### config.mk
export PLATFORM = sky130hd
export DESIGN_NAME = arb_burst_master_flat
export DESIGN_NICKNAME = d
export VERILOG_FILES = /design/src/rtl/arb_burst_master_if.sv /design/src/rtl/arb_burst_master.sv /design/src/flat_wrapper.sv
export SDC_FILE = /design/constraint.sdc
export NUM_CORES = 1
export LEC_CHECK = 0
export CAP_MARGIN = 30
export CORE_MARGIN = 2
export CORE_UTILIZATION = 47
export DETAILED_ROUTE_END_ITERATION = 8
export PLACE_DENSITY = 0.78
export SLEW_MARGIN = 20
export SYNTH_ARGS = -nofsm -noshare
export SYNTH_HDL_FRONTEND = slang
export SYNTH_SLANG_ARGS = --single-unit
### constraint.sdc
create_clock -name clk -period 1.8 [get_ports clk]
set_clock_uncertainty 0.15 [all_clocks]
set_input_delay 0.27 -clock clk [delete_from_list [all_inputs] [get_ports clk]]
set_output_delay 0.27 -clock clk [all_outputs]
set_load 0.02 [all_outputs]
### src/rtl/arb_burst_master_if.sv
// -----------------------------------------------------------------------------
// arb_burst_master_if
// Bundles the command, arbiter and data-bus signals of one burst requester.
//
// Handshake rules (one place, applies to every channel below):
//   - cmd:  a command transfers on a rising clk edge where cmd_valid and
//           cmd_ready are both 1; cmd_len/cmd_base must be stable while
//           cmd_valid is 1.
//   - req/gnt: req is a registered request; the arbiter answers with gnt on a
//           later cycle. gnt is advisory: the requester only uses it while it
//           actually owns a burst.
//   - bus:  bus_valid marks a beat this cycle; bus_data/bus_last are
//           meaningful only while bus_valid is 1. There is no back-pressure.
//
// Signals:
//   cmd_valid, cmd_len, cmd_base  : command from the producer
//   cmd_ready                     : requester can accept a command
//   req / gnt                     : arbiter request / grant
//   bus_valid, bus_data, bus_last : beat output
//   busy, done                    : status (done is a one-cycle pulse)
//
// Modports:
//   master : the requester (drives cmd_ready, req, bus_*, busy, done)
//   slave  : its environment (drives cmd_*, gnt)
// -----------------------------------------------------------------------------
interface arb_burst_master_if #(
    parameter int DATA_W = 8,
    parameter int LEN_W  = 4
);
    logic              cmd_valid;
    logic              cmd_ready;
    logic [LEN_W-1:0]  cmd_len;
    logic [DATA_W-1:0] cmd_base;
    logic              req;
    logic              gnt;
    logic              bus_valid;
    logic [DATA_W-1:0] bus_data;
    logic              bus_last;
    logic              busy;
    logic              done;

    modport master (
        input  cmd_valid, cmd_len, cmd_base, gnt,
        output cmd_ready, req, bus_valid, bus_data, bus_last, busy, done
    );

    modport slave (
        output cmd_valid, cmd_len, cmd_base, gnt,
        input  cmd_ready, req, bus_valid, bus_data, bus_last, busy, done
    );
endinterface

### src/rtl/arb_burst_master.sv
// -----------------------------------------------------------------------------
// arb_burst_master
// Requester-side agent for one port of a two-input request/grant arbiter.
// Accepts a burst command (cmd_len+1 beats starting at data value cmd_base),
// raises req, and emits one beat on every granted cycle until the burst is
// complete. After the burst, req stays low for GAP cycles (GAPW state) so the
// other requester can win before a new command is accepted.
//
// Ports:
//   clk        : clock
//   rst        : asynchronous, active-low reset
//   bus        : arb_burst_master_if.master (cmd, req/gnt, beat bus, status)
//   dbg_state  : current FSM state (0 IDLE, 1 ACTIVE, 2 GAPW)
//
// Parameters:
//   DATA_W : width of cmd_base / bus_data
//   LEN_W  : width of cmd_len (burst length 1..2**LEN_W)
//   GAP    : idle cycles with req low after a burst (0 allowed)
// -----------------------------------------------------------------------------
module arb_burst_master #(
    parameter int DATA_W = 8,
    parameter int LEN_W  = 4,
    parameter int GAP    = 1
) (
    input  logic                  clk,
    input  logic                  rst,
    arb_burst_master_if.master    bus,
    output logic [1:0]            dbg_state
);

    typedef enum logic [1:0] {
        IDLE   = 2'd0,
        ACTIVE = 2'd1,
        GAPW   = 2'd2
    } state_t;

    // Gap counter counts 0..GAP-1; keep at least one bit so GAP=0/1 still
    // elaborate cleanly (GAPW is unreachable when GAP=0).
    localparam int GAP_W    = (GAP > 1) ? $clog2(GAP) : 1;
    localparam int GAP_LAST = (GAP > 0) ? GAP - 1 : 0;

    state_t            state;
    logic [LEN_W-1:0]  cnt;
    logic [LEN_W-1:0]  len_q;
    logic [DATA_W-1:0] data_q;     // base + cnt, advanced together with cnt
    logic [GAP_W-1:0]  gap_cnt;
    logic              req_q;
    logic              done_q;
    logic              busy_q;
    logic              cmd_ready_q;

    logic beat;
    logic last_beat;

    // A beat needs both ownership of a burst and a grant; a grant that
    // trails the burst by one cycle lands outside ACTIVE and is ignored.
    assign beat      = (state == ACTIVE) && bus.gnt;
    assign last_beat = beat && (cnt == len_q);

    assign bus.bus_valid = beat;
    assign bus.bus_last  = last_beat;
    assign bus.bus_data  = data_q;
    assign bus.req       = req_q;
    assign bus.done      = done_q;
    assign bus.busy      = busy_q;
    assign bus.cmd_ready = cmd_ready_q;
    assign dbg_state     = state;

    always_ff @(posedge clk or negedge rst) begin
        if (!rst) begin
            state       <= IDLE;
            cnt         <= '0;
            len_q       <= '0;
            data_q      <= '0;
            gap_cnt     <= '0;
            req_q       <= 1'b0;
            done_q      <= 1'b0;
            busy_q      <= 1'b0;
            cmd_ready_q <= 1'b1;
        end else begin
            done_q <= 1'b0;
            case (state)
                IDLE: begin
                    if (bus.cmd_valid) begin
                        len_q       <= bus.cmd_len;
                        data_q      <= bus.cmd_base;
                        cnt         <= '0;
                        state       <= ACTIVE;
                        req_q       <= 1'b1;
                        busy_q      <= 1'b1;
                        cmd_ready_q <= 1'b0;
                    end
                end

                ACTIVE: begin
                    // Without a grant everything holds, so a lost grant
                    // resumes on exactly the beat that was pending.
                    if (beat) begin
                        if (last_beat) begin
                            // cnt is not advanced here, so a maximum-length
                            // burst never wraps the counter.
                            req_q  <= 1'b0;
                            done_q <= 1'b1;
                            if (GAP > 0) begin
                                state   <= GAPW;
                                gap_cnt <= '0;
                            end else begin
                                state       <= IDLE;
                                busy_q      <= 1'b0;
                                cmd_ready_q <= 1'b1;
                            end
                        end else begin
                            cnt    <= cnt + 1'b1;
                            data_q <= data_q + 1'b1;
                        end
                    end
                end

                GAPW: begin
                    if (gap_cnt == GAP_W'(GAP_LAST)) begin
                        state       <= IDLE;
                        busy_q      <= 1'b0;
                        cmd_ready_q <= 1'b1;
                    end else begin
                        gap_cnt <= gap_cnt + 1'b1;
                    end
                end

                default: begin
                    state       <= IDLE;
                    req_q       <= 1'b0;
                    busy_q      <= 1'b0;
                    cmd_ready_q <= 1'b1;
                end
            endcase
        end
    end

endmodule
### src/flat_wrapper.sv
// flat-port wrapper written by rule: the top's interface ports become plain ports
module arb_burst_master_flat 
#(
    parameter int DATA_W = 8,
    parameter int LEN_W  = 4,
    parameter int GAP    = 1
)
  (clk, rst, dbg_state, bus_cmd_valid, bus_cmd_len, bus_cmd_base, bus_gnt, bus_cmd_ready, bus_req, bus_bus_valid, bus_bus_data, bus_bus_last, bus_busy, bus_done);
  arb_burst_master_if #(.DATA_W(DATA_W), .LEN_W(LEN_W)) bus_i ();
  input  logic clk;
  input  logic rst;
  output logic [1:0] dbg_state;
  input wire logic [$bits(bus_i.cmd_valid)-1:0] bus_cmd_valid;
  input wire logic [$bits(bus_i.cmd_len)-1:0] bus_cmd_len;
  input wire logic [$bits(bus_i.cmd_base)-1:0] bus_cmd_base;
  input wire logic [$bits(bus_i.gnt)-1:0] bus_gnt;
  output wire logic [$bits(bus_i.cmd_ready)-1:0] bus_cmd_ready;
  output wire logic [$bits(bus_i.req)-1:0] bus_req;
  output wire logic [$bits(bus_i.bus_valid)-1:0] bus_bus_valid;
  output wire logic [$bits(bus_i.bus_data)-1:0] bus_bus_data;
  output wire logic [$bits(bus_i.bus_last)-1:0] bus_bus_last;
  output wire logic [$bits(bus_i.busy)-1:0] bus_busy;
  output wire logic [$bits(bus_i.done)-1:0] bus_done;
  assign bus_i.cmd_valid = bus_cmd_valid;
  assign bus_i.cmd_len = bus_cmd_len;
  assign bus_i.cmd_base = bus_cmd_base;
  assign bus_i.gnt = bus_gnt;
  assign bus_cmd_ready = bus_i.cmd_ready;
  assign bus_req = bus_i.req;
  assign bus_bus_valid = bus_i.bus_valid;
  assign bus_bus_data = bus_i.bus_data;
  assign bus_bus_last = bus_i.bus_last;
  assign bus_busy = bus_i.busy;
  assign bus_done = bus_i.done;
  arb_burst_master #(.DATA_W(DATA_W), .LEN_W(LEN_W), .GAP(GAP)) u_core (.clk(clk), .rst(rst), .bus(bus_i), .dbg_state(dbg_state));
endmodule
==> impl_metrics.env, run 1 <==
export IMPL_final_instance_count_excl_fill=206
export IMPL_synth_ff_latch_count=22
export IMPL_die_area_sq_um=2950
export IMPL_rr_endpoint="u_core.bus.bus_data[2]"
export IMPL_leakage_nw=0.830
export IMPL_timing_max_transition_violations_final=0
export IMPL_avgSynthCellArea_sq_um=9.84
export IMPL_cts_buffers_inserted=3
export IMPL_max_cap_viol_count=0
export IMPL_cts_max_level=1
export IMPL_p_sw_share_pct=42.5
export IMPL_first_pass_grt_wire_length_um=4890
export IMPL_antenna_violations_before_repair=0
export IMPL_postLayoutCoreUtil_pct=72.0
export IMPL_postLayoutSetupSlackWorst_ns=-0.115
export IMPL_worst_r2r_path_depth=4
export IMPL_grt_start_max_net_pins=23
export IMPL_number_of_antenna_cells_inserted=0
export IMPL_period_share_pct=106
export IMPL_failed_checks="setup timing"
export IMPL_ctsHoldBuffers=0
export IMPL_layout_area_overhead_vs_synth_pct=47.0
export IMPL_slowest_stage="dfrtp_1"
export IMPL_routed_via_density=5.42
export IMPL_layout_drive_gt1_share_pct=25.6
export IMPL_clkSlewWorstSetupHoldPaths_ns=0.12
export IMPL_synthesis_yosys_warnings=0
export IMPL_globalRouteTotalUtil_pct=22.6
export IMPL_critPathKind="register to output pin"
export IMPL_grt_overflow=0
export IMPL_worst_slew_margin_rel_pct=80.3
export IMPL_final_total_power_mw=3.00
export IMPL_reg2reg_setup_slack_ns=0.04
export IMPL_cts_root_buf="clkbuf_4"
export IMPL_die_height_um=54.3
export IMPL_power_frac_comb_pct=61.8
export IMPL_dp_final_hpwl_um=2360
export IMPL_fp_coreArea_sq_um=2430
export IMPL_cp_required_ns=1.38
export IMPL_wl_per_cell_um=14.9
export IMPL_maxClockFrequency_mhz=522
export IMPL_dieWidth_um=54.3
export IMPL_max_vdd_ir_drop_mv=1.06
export IMPL_grt_setup_unrepaired="true"
export IMPL_status="finished with violations"
export IMPL_final_hold_viol_count=0
export IMPL_drt_iter0_markers=12
export IMPL_detailedRoute_firstPassIterationCount=4
export IMPL_number_of_distinct_library_cells_after_synthesis=39
export IMPL_num_nets_final=195
export IMPL_post_synthesis_cells=121
export IMPL_antenna_left=0
export IMPL_period_needed_ns=1.92
export IMPL_seqPwrFrac_pct=30.6
export IMPL_power_share_clock_pct=7.6
export IMPL_path_cells="xnor2_2 > nand4_1 > nor2_2 > buf_6"
export IMPL_vias=1117
export IMPL_worst_r2r_startpoint="u_core.dbg_state[1]"
export IMPL_num_rows=18
export IMPL_hold_path_class="input pin to async pin"
export IMPL_max_slew_worst_pin_slew_ns=0.295
export IMPL_cellInternalPower_mw=1.73
export IMPL_dpl_cell_count=201
export IMPL_crit_path_end_kind="output pin"
export IMPL_fin_tns_setup_ns=-0.115
export IMPL_cpPeakStageDelay_ns=0.43
export IMPL_top_level_ports=32
export IMPL_setup_viol=1
export IMPL_insertion_delay_ns=0.30
export IMPL_worstPathArrival_ns=1.50
export IMPL_synth_seq_area_share_pct=46.3
export IMPL_synth_cell_area_sq_um=1190
export IMPL_cts_tree="done"
export IMPL_type_of_element_launching_the_critical_path="register"
export IMPL_dp_slack_ns=-0.365
export IMPL_route_final_wire_length_um=3080
export IMPL_number_of_global_route_vias_before_repair=1171
export IMPL_floorplan_initialDensity_pct=49.0
export IMPL_power_density_nw_per_um2=1720
export IMPL_placement_io_buffers=31
export IMPL_globalplace_congestion=0.828
export IMPL_p_switching_mw=1.28
export IMPL_route_detailed_drc=0
export IMPL_cts_path_max_buffers=2
export IMPL_mapped_nets=139
export IMPL_path_max_fanout=3
export IMPL_numClockSinks=22
## what timing repair did
item / CTS / global route
cloned: 0 / 0
resized for setup: 13 / 10
setup endpoints to repair: 8 / 8
buffers inserted: 0 / 1
pin swaps: 0 / 2
## final cells by class
cell class | instances | area, sq um
sequential | 22 | 553
inverter | 5 | 18.8
tap | 30 | 37.5
timing repair buffer | 56 | 499
clock buffer | 4 | 26.3
multi-input combinational | 89 | 616
fill | 202 | 682
## state kept, by name (all words and copies together), names as in the netlist
name / count
u_core.bus.cmd_ready: 1
u_core.bus.bus_data: 8
u_core.cnt: 4
u_core.bus.done: 1
u_core.dbg_state: 2
u_core.len_q: 4
u_core.bus.busy: 1
u_core.bus.req: 1
## how the worst max path moves through the flow
stage | startpoint | end | slack, ns | depth (start not counted)
finish | u_core.len_q[0] | bus_bus_last | -0.12 | 4
global route | u_core.cnt[2] | bus_bus_last | -0.19 | 5
CTS | u_core.len_q[2] | bus_bus_last | -0.13 | 5
detailed placement | bus_gnt | bus_bus_last | -0.37 | 4
global placement | bus_gnt | bus_bus_last | -0.30 | 4
floorplan | u_core.dbg_state[0] | u_core.bus.bus_data[1] | 0.006 | 5
## cells in the final DEF, fill, tap and decap left out, types with 3 or more instances in the layout
master	netlist	final
a21oi_1	4	4
buf_4	1	25
clkbuf_4	0	3
clkdlybuf4s50_1	0	20
dfrtp_1	21	20
dlygate4sd2_1	0	6
dlymetal6s2s_1	0	3
inv_1	5	5
mux2i_1	3	3
nand2_1	22	22
nand3_1	4	4
nand4_1	3	3
nor2_1	12	11
o21ai_0	3	3
xnor2_2	0	3
## kinds of logic (layout without fill, tap and decap cells)
kind of cell	Yosys count	in the layout	share of synthesized area [%]
xor+xnor	4	4	2.94
mux	6	6	5.67
compound gates	21	21	13.6
simple gates	56	56	24.6
flops	22	22	46.3
fa+ha+maj	2	2	2.10
buf+inv	10	65	4.83
## worst max-delay path: cells and delay by family, from the launching register on
family	cells	cell delay [ns]
DFF	1	0.43
and+or+nand+nor	2	0.40
xor gates and xnor gates	1	0.22
buffers and inverters	1	0.14
## per-stage QoR
stage	hold WS [ns]	cell area (sq um)
after global placement	0.314	1680
after detailed placement	0.328	1680
after global routing	0.180	1750
after floorplan	-0.176	1190
after CTS	0.149	1700
final	0.152	1750
## cells in the mapped netlist
| cell type | instances | area share (%) |
|---|---|---|
| o22ai_1 | 2 | 1.1 |
| a41oi_4 | 1 | 2.3 |
| nand4_1 | 3 | 1.6 |
| o211ai_1 | 1 | 0.63 |
| a211oi_1 | 2 | 1.3 |
| nor3b_2 | 1 | 1.1 |
| mux2i_1 | 3 | 2.5 |
| o31a_1 | 2 | 1.5 |
| nor2_1 | 12 | 3.8 |
| xnor2_1 | 4 | 2.9 |
| a31oi_1 | 2 | 1.1 |
| nand3b_4 | 1 | 1.7 |
| and4_1 | 1 | 0.74 |
| clkbuf_1 | 1 | 0.31 |
| a21oi_1 | 4 | 1.7 |
| inv_1 | 5 | 1.6 |
| nor2_2 | 1 | 0.53 |
| nand3_1 | 4 | 1.7 |
| nor3_1 | 2 | 0.84 |
| dfrtp_1 | 21 | 44 |
| o21ai_0 | 3 | 1.3 |
| nand4b_1 | 1 | 0.74 |
| nor3b_1 | 2 | 1.3 |
| nand2b_1 | 1 | 0.53 |
| or3b_1 | 1 | 0.74 |
| nand2b_2 | 1 | 0.74 |
| a311oi_1 | 2 | 1.5 |
| mux2_2 | 2 | 1.9 |
| buf_4 | 1 | 0.63 |
| o221ai_1 | 1 | 0.74 |
| a21o_1 | 1 | 0.63 |
| nand2_1 | 22 | 6.9 |
| mux2_4 | 1 | 1.3 |
| and2_1 | 2 | 1.1 |
| ha_1 | 2 | 2.1 |
| nor4b_1 | 1 | 0.74 |
| buf_2 | 1 | 0.42 |
| dfstp_2 | 1 | 2.2 |
| buf_6 | 2 | 1.9 |
## metal layers
| layer | wire [um] | up-vias | part of all wire [%] | track usage, % |
|---|---|---|---|---|
| met5 | 0 | - | 0 | 0 |
| met4 | 21 | 0 | 0.68 | 5.00 |
| met3 | 189 | 6 | 6.1 | 3.28 |
| met2 | 1610 | 50 | 52 | 43.8 |
| met1 | 1260 | 523 | 41 | 25.8 |
| li1 | - | 538 | - | - |
## power by group through the flow
| stage | combinational [mW] | sequential [mW] | clock [mW] |
|---|---|---|---|
| global placement | 1.75 | 0.893 | 0 |
| global route | 2.00 | 0.949 | 0.260 |
| finish | 1.86 | 0.918 | 0.229 |
| floorplan | 0.871 | 1.04 | 0 |
| detailed placement | 1.82 | 0.910 | 0 |
| CTS | 1.78 | 0.898 | 0.239 |
No activity file was read; power rests on OpenSTA's default activity.
==> run 2, diff against run 1 <==
==> constraint.sdc (replaced) <==
create_clock -name clk -period 2.05 [get_ports clk]
set_clock_uncertainty 0.15 [all_clocks]
set_input_delay 0.3075 -clock clk [delete_from_list [all_inputs] [get_ports clk]]
set_output_delay 0.3075 -clock clk [all_outputs]
set_load 0.02 [all_outputs]
==> impl_metrics.env, run 2 (synthesis gave the netlist of run 1 again) <==
export IMPL_cp_required_ns=1.59
export IMPL_fp_coreArea_sq_um=2430
export IMPL_clkSlewWorstSetupHoldPaths_ns=0.13
export IMPL_first_pass_grt_wire_length_um=4470
export IMPL_insertion_delay_ns=0.30
export IMPL_layout_area_overhead_vs_synth_pct=43.5
export IMPL_period_needed_ns=1.96
export IMPL_dp_slack_ns=-0.162
export IMPL_layout_drive_gt1_share_pct=21.8
export IMPL_area_sequential_sq_um=552
export IMPL_groute_layer_met3_usage_pct=3.28
export IMPL_die_height_um=54.3
export IMPL_antenna_violations_before_repair=0
export IMPL_wl_per_cell_um=13.8
export IMPL_numClockSinks=22
export IMPL_vias=1072
export IMPL_grt_overflow=0
export IMPL_die_area_sq_um=2950
export IMPL_worst_path_dominant_cell_family="buffers and inverters"
export IMPL_leakage_nw=0.779
export IMPL_cts_buffers_inserted=3
export IMPL_dieWidth_um=54.3
export IMPL_timing_critical_path_buf_inv=2
export IMPL_multiInputGateArea_sq_um=592
export IMPL_type_of_element_launching_the_critical_path="register"
export IMPL_antenna_left=0
export IMPL_slowest_stage="clkdlybuf4s50_1"
export IMPL_dp_final_hpwl_um=2220
export IMPL_final_hold_viol_count=0
export IMPL_period_share_pct=95.8
export IMPL_critPathKind="register to output pin"
export IMPL_postLayoutCoreUtil_pct=70.3
export IMPL_maxClockFrequency_mhz=509
export IMPL_route_final_wire_length_um=2820
export IMPL_num_nets_final=193
export IMPL_globalplace_congestion=0.852
export IMPL_cts_root_buf="clkbuf_4"
export IMPL_status="complete, no violations"
export IMPL_floorplan_initialDensity_pct=49.0
export IMPL_cts_max_level=1
export IMPL_detailedRoute_firstPassIterationCount=4
export IMPL_num_rows=18
export IMPL_number_of_global_route_vias_before_repair=1024
export IMPL_cts_tree="done"
export IMPL_drt_iter0_markers=27
export IMPL_groute_layer_met2_usage_pct=38.2
export IMPL_largest_register_ff_count=8
export IMPL_hold_path_class="input pin to async pin"
export IMPL_routed_via_density=5.25
export IMPL_final_total_power_mw=2.56
export IMPL_max_vdd_ir_drop_mv=0.955
export IMPL_layout_common_cells="29 x clkdlybuf4s50_1, 23 x buf_4, 22 x nand2_1"
export IMPL_most_common_library_cell_in_the_layout_ignoring_fill_and_taps="clkdlybuf4s50_1"
export IMPL_max_cap_viol_count=0
export IMPL_worst_r2r_path_depth=4
export IMPL_worst_slew_margin_rel_pct=68.5
export IMPL_setup_viol=0
export IMPL_postLayoutSetupSlackWorst_ns=0.0861
export IMPL_route_detailed_drc=0
export IMPL_power_density_nw_per_um2=1500
export IMPL_number_of_antenna_cells_inserted=0
export IMPL_max_slew_worst_pin_slew_ns=0.471
export IMPL_path_cells="buf_4 > clkdlybuf4s50_1"
export IMPL_crit_path_end_kind="output pin"
export IMPL_globalRouteTotalUtil_pct=21.2
export IMPL_path_max_fanout=6
export IMPL_cts_path_max_buffers=2
export IMPL_worstPathArrival_ns=1.51
export IMPL_fin_tns_setup_ns=0
export IMPL_placement_io_buffers=31
export IMPL_top_usage_layer="met2"
export IMPL_grt_setup_unrepaired="false"
export IMPL_top_level_ports=32
export IMPL_grtUsageMet1_pct=26.2
export IMPL_grt_start_max_net_pins=14
export IMPL_fillerInstances=209
export IMPL_cpPeakStageDelay_ns=0.60
export IMPL_path_depth=2
export IMPL_timing_max_transition_violations_final=0
==> run 2: layer usage <==
metal  part of all wire, %  wire length (um)
met5                     0                 0
met4                  0.60                17
met3                   4.7               131
met2                    52              1450
met1                    43              1220
==> run 2: worst register-to-register path, delay by kind of cell, from the launching register on <==
| kind | cells | cell delay, ns |
|---|---|---|
| buffers and inverters | 1 | 0.17 |
| AND/OR/NAND/NOR | 1 | 0.51 |
| AO/OA/AOI/OAI | 2 | 0.45 |
| flip-flops | 1 | 0.40 |
==> run 2: per-stage QoR <==
| step | hold WS (ns) | std cells | cell area [sq um] |
|---|---|---|---|
| floorplan | -0.138 | 121 | 1190 |
| global placement | 0.318 | 199 | 1670 |
| detailed placement | 0.321 | 199 | 1670 |
| CTS | 0.160 | 203 | 1700 |
| global route | 0.168 | 204 | 1710 |
| finish | 0.159 | 204 | 1710 |
==> run 2: timing repair <==
| item | in CTS | in global routing |
|---|---|---|
| gates resized for setup | 6 | 3 |
| pin swaps | 0 | 1 |
| setup endpoints to repair | 2 | 1 |
| setup buffers | 0 | 1 |
| hold buffers | 0 | 0 |
==> run 2: final cells by class <==
class                   instances  share of cell area [%]
flip-flops and latches         22                    32.3
inverters                       5                    1.10
repair buffers                 54                    28.3
clock buffers                   4                    1.54
well taps                      30                    2.20
multi-input cells              89                    34.6
==> run 2: worst paths after layout <==
check	end	start	slack [ns]
hold reg to reg	u_core.bus.cmd_ready	u_core.bus.cmd_ready	0.34
min in group clk	u_core.bus.cmd_ready	u_core.bus.cmd_ready	0.34
hold / removal	u_core.bus.bus_data[6]	rst	0.16
setup / recovery	dbg_state[0]	u_core.dbg_state[0]	0.09
max in group asynchronous	u_core.len_q[3]	rst	1.02
setup reg to reg	u_core.bus.bus_data[2]	u_core.dbg_state[1]	0.26
==> run 2: where the power goes <==
part,internal [mW],switching [mW]
clock,0.0756,0.123
sequential,0.616,0.174
combinational,0.813,0.763
==> run 3, diff against run 2 <==
--- a/config.mk
+++ b/config.mk
@@ -10,6 +10,7 @@
 export CORE_UTILIZATION = 47
 export DETAILED_ROUTE_END_ITERATION = 8
 export PLACE_DENSITY = 0.78
+export REMOVE_ABC_BUFFERS = 1
 export SLEW_MARGIN = 20
 export SYNTH_ARGS = -nofsm -noshare
 export SYNTH_HDL_FRONTEND = slang
==> impl_metrics.env, run 3 (synthesis gave the netlist of run 1 again) <==
export IMPL_status="complete, no violations"
export IMPL_numClockSinks=22
export IMPL_layout_drive_gt1_share_pct=24.1
export IMPL_number_of_antenna_cells_inserted=0
export IMPL_power_density_nw_per_um2=1520
export IMPL_largest_register_ff_count=8
export IMPL_crit_path_end="dbg_state[0]"
export IMPL_globalplace_congestion=0.839
export IMPL_leakage_nw=0.791
export IMPL_cpPeakStageDelay_ns=0.60
export IMPL_fin_tns_setup_ns=0
export IMPL_routed_via_density=5.28
export IMPL_layout_common_cells="29 x clkdlybuf4s50_1, 23 x buf_4, 22 x nand2_1"
export IMPL_first_pass_grt_wire_length_um=4340
export IMPL_rr_endpoint="u_core.bus.bus_data[2]"
export IMPL_max_vdd_ir_drop_mv=0.854
export IMPL_drt_iter0_markers=21
export IMPL_detailedRoute_firstPassIterationCount=4
export IMPL_num_rows=18
export IMPL_worst_r2r_startpoint="u_core.dbg_state[0]"
export IMPL_insertion_delay_ns=0.33
export IMPL_cp_required_ns=1.59
export IMPL_antenna_violations_before_repair=0
export IMPL_period_needed_ns=1.92
export IMPL_dpl_cell_count=196
export IMPL_route_final_wire_length_um=2770
export IMPL_clkSlewWorstSetupHoldPaths_ns=0.13
export IMPL_max_slew_worst_pin_slew_ns=0.343
export IMPL_final_hold_viol_count=0
export IMPL_grt_overflow=0
export IMPL_critPathKind="register to output pin"
export IMPL_top_level_ports=32
export IMPL_grt_start_max_net_pins=23
export IMPL_period_share_pct=93.4
export IMPL_type_of_element_launching_the_critical_path="register"
export IMPL_wl_per_cell_um=13.6
export IMPL_globalRouteTotalUtil_pct=20.8
export IMPL_cts_root_buf="clkbuf_4"
export IMPL_floorplan_initialDensity_pct=49.0
export IMPL_ctsHoldBuffers=0
export IMPL_worst_slew_margin_rel_pct=77.1
export IMPL_antenna_left=0
export IMPL_most_common_library_cell_in_the_layout_ignoring_fill_and_taps="clkdlybuf4s50_1"
export IMPL_maxClockFrequency_mhz=522
export IMPL_setup_viol=0
export IMPL_path_cells="buf_4 > clkdlybuf4s50_1"
export IMPL_dieWidth_um=54.3
export IMPL_fp_coreArea_sq_um=2430
export IMPL_worstPathArrival_ns=1.46
export IMPL_dp_final_hpwl_um=2020
export IMPL_cts_path_max_buffers=2
export IMPL_hold_path_class="input pin to async pin"
export IMPL_die_area_sq_um=2950
export IMPL_slowest_stage="clkdlybuf4s50_1"
export IMPL_die_height_um=54.3
export IMPL_reg2reg_setup_slack_ns=0.23
export IMPL_placement_io_buffers=31
export IMPL_grt_setup_unrepaired="false"
export IMPL_layout_area_overhead_vs_synth_pct=45.2
export IMPL_worst_r2r_path_depth=4
export IMPL_critPathLaunch="u_core.dbg_state[0]"
export IMPL_max_cap_viol_count=0
export IMPL_timing_max_transition_violations_final=0
export IMPL_cts_max_level=1
export IMPL_cts_buffers_inserted=3
export IMPL_num_nets_final=193
export IMPL_vias=1077
export IMPL_cts_tree="done"
export IMPL_number_of_global_route_vias_before_repair=1003
export IMPL_route_detailed_drc=0
export IMPL_final_instance_count_excl_fill=204
export IMPL_path_max_fanout=4
export IMPL_crit_path_end_kind="output pin"
[run 3: cell count changes in the layout (fill, tap and decap cells not counted)]
cell      delta
dfrtp_1      -1
buf_2        +1
clkbuf_1     -1
clkbuf_8     +1
xnor2_1      -2
xnor2_2      +2
buf_6        -1
dfrtp_2      +1
[run 3: what timing repair did]
item / 4_1_cts / 5_1_grt
setup endpoints to repair: 3 / 2
resized for setup: 5 / 5
setup buffers: 0 / 4
pin swaps: 0 / 1
[run 3: per-layer routing]
metal / global-route usage, % / vias to the layer above / wire length (um)
li1: - / 533 / -
met1: 27.6 / 516 / 1230
met2: 33.3 / 24 / 1360
met3: 1.91 / 4 / 113
met4: 11.3 / 0 / 58
met5: 0 / - / 0
[run 3: worst min-delay path by stage]
stage / from / to / slack [ns]
detailed placement: u_core.bus.busy / u_core.bus.busy / 0.32
global route: rst / u_core.bus.bus_data[6] / 0.19
CTS: rst / u_core.bus.done / 0.17
finish: rst / u_core.bus.bus_data[6] / 0.15
floorplan: rst / u_core.bus.bus_data[0] / -0.14
global placement: u_core.bus.busy / u_core.bus.busy / 0.31
[run 3: layout make-up]
class	count	area (sq um)
inverters	5	18.8
well taps	30	37.5
flip-flops and latches	22	553
fillers	185	703
clock buffers	4	36.3
multi-input cells	89	607
repair buffers	54	477
[run 3: power by group]
group | leakage, nW | internal (mW) | switching [mW] | total (mW)
clock | 0.0210 | 0.109 | 0.142 | 0.251
sequential | 0.262 | 0.618 | 0.175 | 0.793
combinational | 0.508 | 0.818 | 0.759 | 1.58
total | 0.791 | 1.54 | 1.08 | 2.62
[run 3: through the flow]
stage | instance area [sq um] | hold slack (ns) | power, mW | util [%] | worst slack, ns
after floorplan | 1150 | -0.138 | 1.61 | - | 0.123
after global placement | 1640 | 0.313 | 2.25 | 67.5 | -0.0999
after detailed placement | 1640 | 0.318 | 2.29 | 67.5 | -0.115
after CTS | 1680 | 0.165 | 2.53 | 69.1 | 0.00909
after global routing | 1730 | 0.186 | 2.81 | 71.1 | 0.0748
final | 1730 | 0.155 | 2.62 | 71.1 | 0.135
[run 3: worst max-delay path: cells and delay by family (launching register included)]
kind,cells,cell delay [ns]
flip-flops,1,0.41
buffers and inverters,2,0.73
